==> src/rtl/fifo_reader.sv <==
// fifo_reader: pulls words from a show-ahead-less FIFO (data one cycle after
// read enable) into a 2-entry output buffer with a valid/ready interface.
// Optional burst framing is enabled by defining FIFO_RD_BURST_EN: reads are
// then issued in bursts of BURST words once the FIFO is not almost-empty,
// and the final word of each burst is flagged on o_last.
module fifo_reader #(
  parameter int WORD_WIDTH = 8,
  parameter int BURST      = 16
) (
  input  logic                  clk,
  input  logic                  reset,
  input  logic                  i_empty,
  input  logic                  i_aempty,
  output logic                  o_r_en,
  input  logic [WORD_WIDTH-1:0] i_r_data,
  output logic                  o_valid,
  input  logic                  i_ready,
  output logic [WORD_WIDTH-1:0] o_data,
  output logic                  o_last
);

  // Output buffer: entry 0 is always the head, entry 1 the second word.
  logic [WORD_WIDTH-1:0] data_q [2];
  logic [WORD_WIDTH-1:0] data_d [2];
  logic [1:0]            last_q, last_d;
  logic [1:0]            cnt_q, cnt_d;
  logic                  inflight_q, inflight_d;
  logic                  inflight_last_q, inflight_last_d;

  logic                  read_allowed;
  logic                  issue_last;
  logic                  issue;
  logic                  pop;
  logic [1:0]            occ;
  logic                  tail_sel;

  assign o_valid = !reset && (cnt_q != 2'd0);
  assign o_data  = reset ? '0 : data_q[0];
  assign o_last  = !reset && last_q[0];
  assign pop     = o_valid && i_ready;

  // Occupancy if a read were issued now: held + in flight - leaving this cycle.
  assign occ    = cnt_q + {1'b0, inflight_q} - {1'b0, pop};
  assign issue  = read_allowed && !i_empty && !reset && (occ < 2'd2);
  assign o_r_en = issue;

  // Returning word lands in the slot right behind whatever remains after a pop.
  assign tail_sel = (cnt_q == 2'd1 && !pop) || (cnt_q == 2'd2 && pop);

  // Buffer next-state: shift on pop, then append the returning word.
  always_comb begin
    data_d          = data_q;
    last_d          = last_q;
    cnt_d           = cnt_q;
    inflight_d      = issue;
    inflight_last_d = issue_last;
    if (pop) begin
      data_d[0] = data_q[1];
      last_d[0] = last_q[1];
      cnt_d     = cnt_q - 2'd1;
    end
    if (inflight_q) begin
      data_d[tail_sel] = i_r_data;
      last_d[tail_sel] = inflight_last_q;
      cnt_d            = cnt_d + 2'd1;
    end
  end

  // Buffer and in-flight registers.
  always_ff @(posedge clk) begin
    if (reset) begin
      data_q          <= '{default: '0};
      last_q          <= '0;
      cnt_q           <= '0;
      inflight_q      <= 1'b0;
      inflight_last_q <= 1'b0;
    end else begin
      data_q          <= data_d;
      last_q          <= last_d;
      cnt_q           <= cnt_d;
      inflight_q      <= inflight_d;
      inflight_last_q <= inflight_last_d;
    end
  end

`ifdef FIFO_RD_BURST_EN
  localparam int CNT_W = (BURST > 1) ? $clog2(BURST) : 1;

  typedef enum logic {
    ST_IDLE,
    ST_BURST
  } state_t;

  state_t             state_q, state_d;
  logic [CNT_W-1:0]   bcnt_q, bcnt_d;

  assign read_allowed = (state_q == ST_BURST);
  assign issue_last   = issue && (bcnt_q == CNT_W'(BURST - 1));

  // Burst FSM: start when FIFO is above its level, end after BURST reads.
  always_comb begin
    state_d = state_q;
    bcnt_d  = bcnt_q;
    case (state_q)
      ST_IDLE: begin
        if (!i_aempty) state_d = ST_BURST;
      end
      ST_BURST: begin
        if (issue_last) begin
          bcnt_d  = '0;
          state_d = ST_IDLE;
        end else if (issue) begin
          bcnt_d = bcnt_q + 1'b1;
        end
      end
      default: state_d = ST_IDLE;
    endcase
  end

  // Burst state and word counter.
  always_ff @(posedge clk) begin
    if (reset) begin
      state_q <= ST_IDLE;
      bcnt_q  <= '0;
    end else begin
      state_q <= state_d;
      bcnt_q  <= bcnt_d;
    end
  end
`else
  logic unused_aempty;

  assign read_allowed = 1'b1;
  assign issue_last   = 1'b0;
  assign unused_aempty = i_aempty;
`endif

endmodule

==> config.mk <==
export PLATFORM = sky130hd
export DESIGN_NAME = fifo_reader
export DESIGN_NICKNAME = d
export VERILOG_FILES = /design/src/rtl/fifo_reader.sv
export SDC_FILE = /design/constraint.sdc
export NUM_CORES = 1
export LEC_CHECK = 0
export BUFFER_PORTS_ARGS = -buffer_cell sky130_fd_sc_hd__buf_2
export CAP_MARGIN = 20
export CORE_UTILIZATION = 25
export CTS_CLUSTER_SIZE = 12
export DETAILED_ROUTE_END_ITERATION = 10
export MAX_ROUTING_LAYER = met4
export PLACE_DENSITY = 0.4
export SLEW_MARGIN = 20
export SYNTH_ARGS = -nofsm -noshare
export SYNTH_HDL_FRONTEND = slang
export SYNTH_SLANG_ARGS = --single-unit
==> constraint.sdc <==
create_clock -name clk -period 4.9 [get_ports clk]
set_input_delay 0.245 -clock clk [delete_from_list [all_inputs] [get_ports clk]]
set_output_delay 0.245 -clock clk [all_outputs]
set_load 0.005 [all_outputs]
-- Word level (Yosys, flattened, before mapping)
Cells that the tools add are included.
- bits in registers: 21
- bits of input ports: 13
- output and inout port bits: 11
- logic and storage cells: 46
- $add $sub $neg: 4
- $lt $le $gt $ge: 5
- eq/ne operators: 2
- multiplexer cells: 12
- bitwise logic cells: 3
- reductions and logical operators: 14
- operator list (kind ; count):
    8-bit two-way mux ; 3
    16-bit bitwise mux ; 1
    16-bit two-way mux ; 1
    1-bit logical AND ; 9
    8-bit demux with 1-bit select ; 1
    2-bit two-way mux ; 2
    1-bit logical NOT ; 3
    1-bit two-way mux ; 3
    2-bit by 1-bit adder with 2-bit output ; 1
    2-bit by 1-bit adder with 2-bit output (second input constant) ; 1
    2-bit AND ; 1
    2-bit by 1-bit equality test with 1-bit output (second input constant) ; 1
    2-bit equality test (second input constant) ; 1
    2-bit >= comparator (second input constant) ; 1
    1-bit by 2-bit less-than comparator with 1-bit output (second input constant) ; 1
    2-bit by 1-bit less-than comparator with 1-bit output (second input constant) ; 1
    2-bit less-than comparator (second input constant) ; 1
    1-bit NOT with 2-bit output ; 1
    2-bit NOT ; 1
    2-bit nonzero test ; 1
    2-bit by 1-bit subtractor with 2-bit output ; 1
    2-bit by 1-bit subtractor with 2-bit output (second input constant) ; 1
    1-bit demux with 1-bit select ; 1
    1-bit >= comparator (second input constant) ; 1
    1-bit logical OR ; 1

-- Longest topological paths before layout
- depth after elaboration: 13
- depth in mapped cells: 8
- depth with buffers taken out: 5

-- Worst setup path before layout
No wires, ideal clock.
- kind: flip-flop to output port
- start point: register cnt_q[0]
- end point: output o_r_en
- arrival: 1899 ps
- required time: 4655 ps
- slack: 2756 ps
- cell stages (with the launch flop): 8
- buffers on the path: 2
- cells stage by stage: dfxtp_1 -> clkbuf_1 -> inv_1 -> ha_1 -> or3b_4 -> buf_6 -> mux2i_1 -> mux2i_1
- cells in the longest elaborated chain, start to end: 6
- elaborated cells on any way between the ends: 7
- those cells by class: add/sub (2); order compare (1); reduce/logical (4)
- RTL lines (what ; line ; source):
    start, declared ; 26 ; logic [1:0] cnt_q, cnt_d;
    start signal, assigned ; 80 ; cnt_q <= cnt_d;
    branches (longest 3 deep; another with 2-bit by 1-bit adder with 2-bit output) ; n/a ;
    2-bit by 1-bit subtractor with 2-bit output * ; 43 ; assign occ = cnt_q + {1'b0, inflight_q} - {1'b0, pop};
    2-bit less-than comparator * ; 44 ; assign issue = read_allowed && !i_empty && !reset && (occ < 2'd2);
    1-bit logical AND * ; 44 ;
    end, declared ; 14 ; output logic o_r_en,
Mark *: on every way between the ends.

-- Worst setup path in the final report
Ends and elaborated chain as after synthesis.

==> flow_summary.toml <==
[run_status]
status = "completed"

[grt]
grtUsageTotal_pct = 11.2
antenna_found_initial = 0
grt_max_degree = 46
grt_first_pass_wirelength_um = 4580
first_global_vias = 948
grt-ovfl-total = 0

[placed_design]
place_inst = 217
place_area_um2 = 1460
place.gp.congestion = 0.656
place_ws_ps = 2560
placement.io_buffers = 22
hpwl_um = 2000

[sta]
final_max_slew_viol_count = 0
fin_worst_skew_ps = 5.33
fmax_mhz = 388
rsz0062_at_grt = "no"
max_slew_margin_pct = 38.3
worst_slew_pin_slew_ps = 922
min_period_ps = 2580
setup_tns_ps = 0
setup_ws_ps = 2320
setup_viol = 0
final_hold_viol_count = 0
period_share_pct = 52.6

[floorplan]
coreArea_um2 = 5110
rows = 26
die-area_um2 = 5600
die_h_um = 74.8
ioPinCount = 24
die_w_um = 74.8
start_util_pct = 26.0

[clock_network]
cts_setup_buffers = 0
clock_latency_ps = 260
cts_tree = "built"
postCtsResizedCells = 0
numCtsBuffers = 3
cts_sinks = 21
clkTransAtPathRegs_ps = 80
cts_hold_buf = 0
cts_buffer_depth = 2
cts-root-buf = "clkbuf_8"
h-tree-depth = 1

[synth]
avgSynthCellArea_um2 = 9.68
synthMuxAreaShare_pct = 9.06
synth_xor_area_share_pct = 1.32
ys_warn_count = 0
synth_top_cells_by_area = "dfxtp_1, mux2i_1, a2111oi_2, a311oi_2, nand2b_1"
synth_cells = 137
synth_compound_area_share_pct = 22.2
yosys.area_share.simple_pct = 26.3
synth_nets = 153
synth_top_area_cell = "dfxtp_1"
synth-seq-cells = 21
synth.top_cell.area_share_pct = 31.7
synth_area_um2 = 1330
synthAdderAreaFrac_pct = 2.83
yosysSeqAreaShare_pct = 31.7
ys_types = 29
synth_top_family_by_area = "simple AND/OR/NAND/NOR gates"

[finish]
nNetsFinal = 168
area_growth_syn_to_layout_pct = 13.6
drive_gt1_share_pct = 31.1
finalInstanceArea_um2 = 1510
nFillCells = 568
final_util_pct = 29.5
fin_cells = 221
n_antenna_cell = 0

[setup_path]
crit_path_end_kind = "primary output"
critPathLaunchType = "flop"
cp_max_fo = 21
critPathRequiredTime_ps = 4660
crit_arrival_ps = 2330
path_class = "reg2out"

[min_path]
min_path_type = "in2reg"

[route]
first_iter_violations = 39
ant_nets = 0
dr.pass1.iters = 4
drcViolationCount = 0
wl_per_cell_um = 13.1
vias = 1009
drt_wl_total_um = 2900
vias_per_cell = 4.57

[job]
drv_cap = 0

[power]
vdd_drop_max_mv = 0.106
power_density_nw_per_um2 = 369
power.leakage_nw = 0.522
-- worst paths after layout --
kind               end  depth (start not counted)  slack (ps)         from
max             o_r_en                          6        2320     cnt_q[0]
min reg2reg  last_q[0]                          2         450    last_q[1]
max reg2reg  data_q[8]                          5        2580     cnt_q[0]
min               flop                          3         260  i_r_data[0]
-- worst max-delay path, cell delays in order, from the launching register on --
cell and delay, ps:
dfxtp_1 500, inv_1 110, ha_1 270, or3b_4 570
mux2i_1 300, mux2i_1 200, buf_2 120
-- cell usage in the layout, fill, tap and decap left out --
master,count
a2111oi_2,8
a211o_1,1
a21boi_1,1
a311oi_2,8
and2_1,1
buf_2,22
buf_4,1
clkbuf_1,1
clkbuf_8,3
dfxtp_1,21
ha_1,3
inv_1,2
inv_2,1
mux2i_1,12
nand2_1,21
nand2b_1,16
nand3_1,1
nor2_1,4
nor2b_1,10
nor3_1,1
nor3b_1,3
nor3b_2,1
nor4bb_1,2
nor4bb_2,1
o21ai_0,1
o21ai_1,1
o2bb2ai_4,1
or3b_4,1
xnor2_1,2
-- where the power goes --
group          leakage [nW]  internal, mW  switching (mW)
combinational         0.328        0.0956           0.116
sequential            0.171         0.199          0.0278
clock                0.0228        0.0581          0.0600
-- cells in the mapped netlist --
library cell and instances:
inv_2 1, nand2_1 21, nor4bb_1 3, clkbuf_1 6, a311oi_2 8, and2_1 1
nand3_1 1, buf_6 3, xnor2_1 2, inv_1 2, or3b_4 1, a211o_1 1
o21ai_0 1, nor2_1 4, nor3b_1 3, o2bb2ai_4 1, mux2i_1 12, o21ai_1 1
buf_2 1, nand2b_1 16, a21boi_1 1, buf_1 2, nor2b_1 10, dfxtp_1 21
ha_1 3, buf_4 1, a2111oi_2 8, nor3b_2 1, nor3_1 1
-- through the flow --
| stage | power (mW) | hold WS [ps] |
|---|---|---|
| 4_1_cts | 0.565 | 251 |
| 2_1_floorplan | 0.401 | 400 |
| 6_report | 0.556 | 256 |
| 5_1_grt | 0.591 | 261 |
| 3_3_place_gp | 0.437 | 434 |
| 3_5_place_dp | 0.445 | 445 |
-- kinds of logic after synthesis --
family,after synthesis
flops,21
mux,12
buf+inv,16
compound gates,21
xor+xnor,2
fa+ha+maj,3
simple gates,62
-- area by class of cell --
| type | instances | area (µm²) | area share (%) |
|---|---|---|---|
| Clock buffer | 4 | 45.0 | 2.99 |
| Timing Repair Buffer | 23 | 118 | 7.81 |
| Multi-Input combinational cell | 100 | 825 | 54.7 |
| Sequential cell | 21 | 420 | 27.9 |
| Inverter | 3 | 11.3 | 0.748 |
| Tap cell | 70 | 87.6 | 5.81 |
-- per-layer routing --
metal / vias up / GRT usage, % / routed length [µm]
li1: 511 / - / -
met1: 475 / 14.7 / 1440
met2: 19 / 16.6 / 1320
met3: 4 / 1.87 / 100
met4: 0 / 5.24 / 36
met5: - / - / 0
No activity file was read; power rests on OpenSTA's default activity.
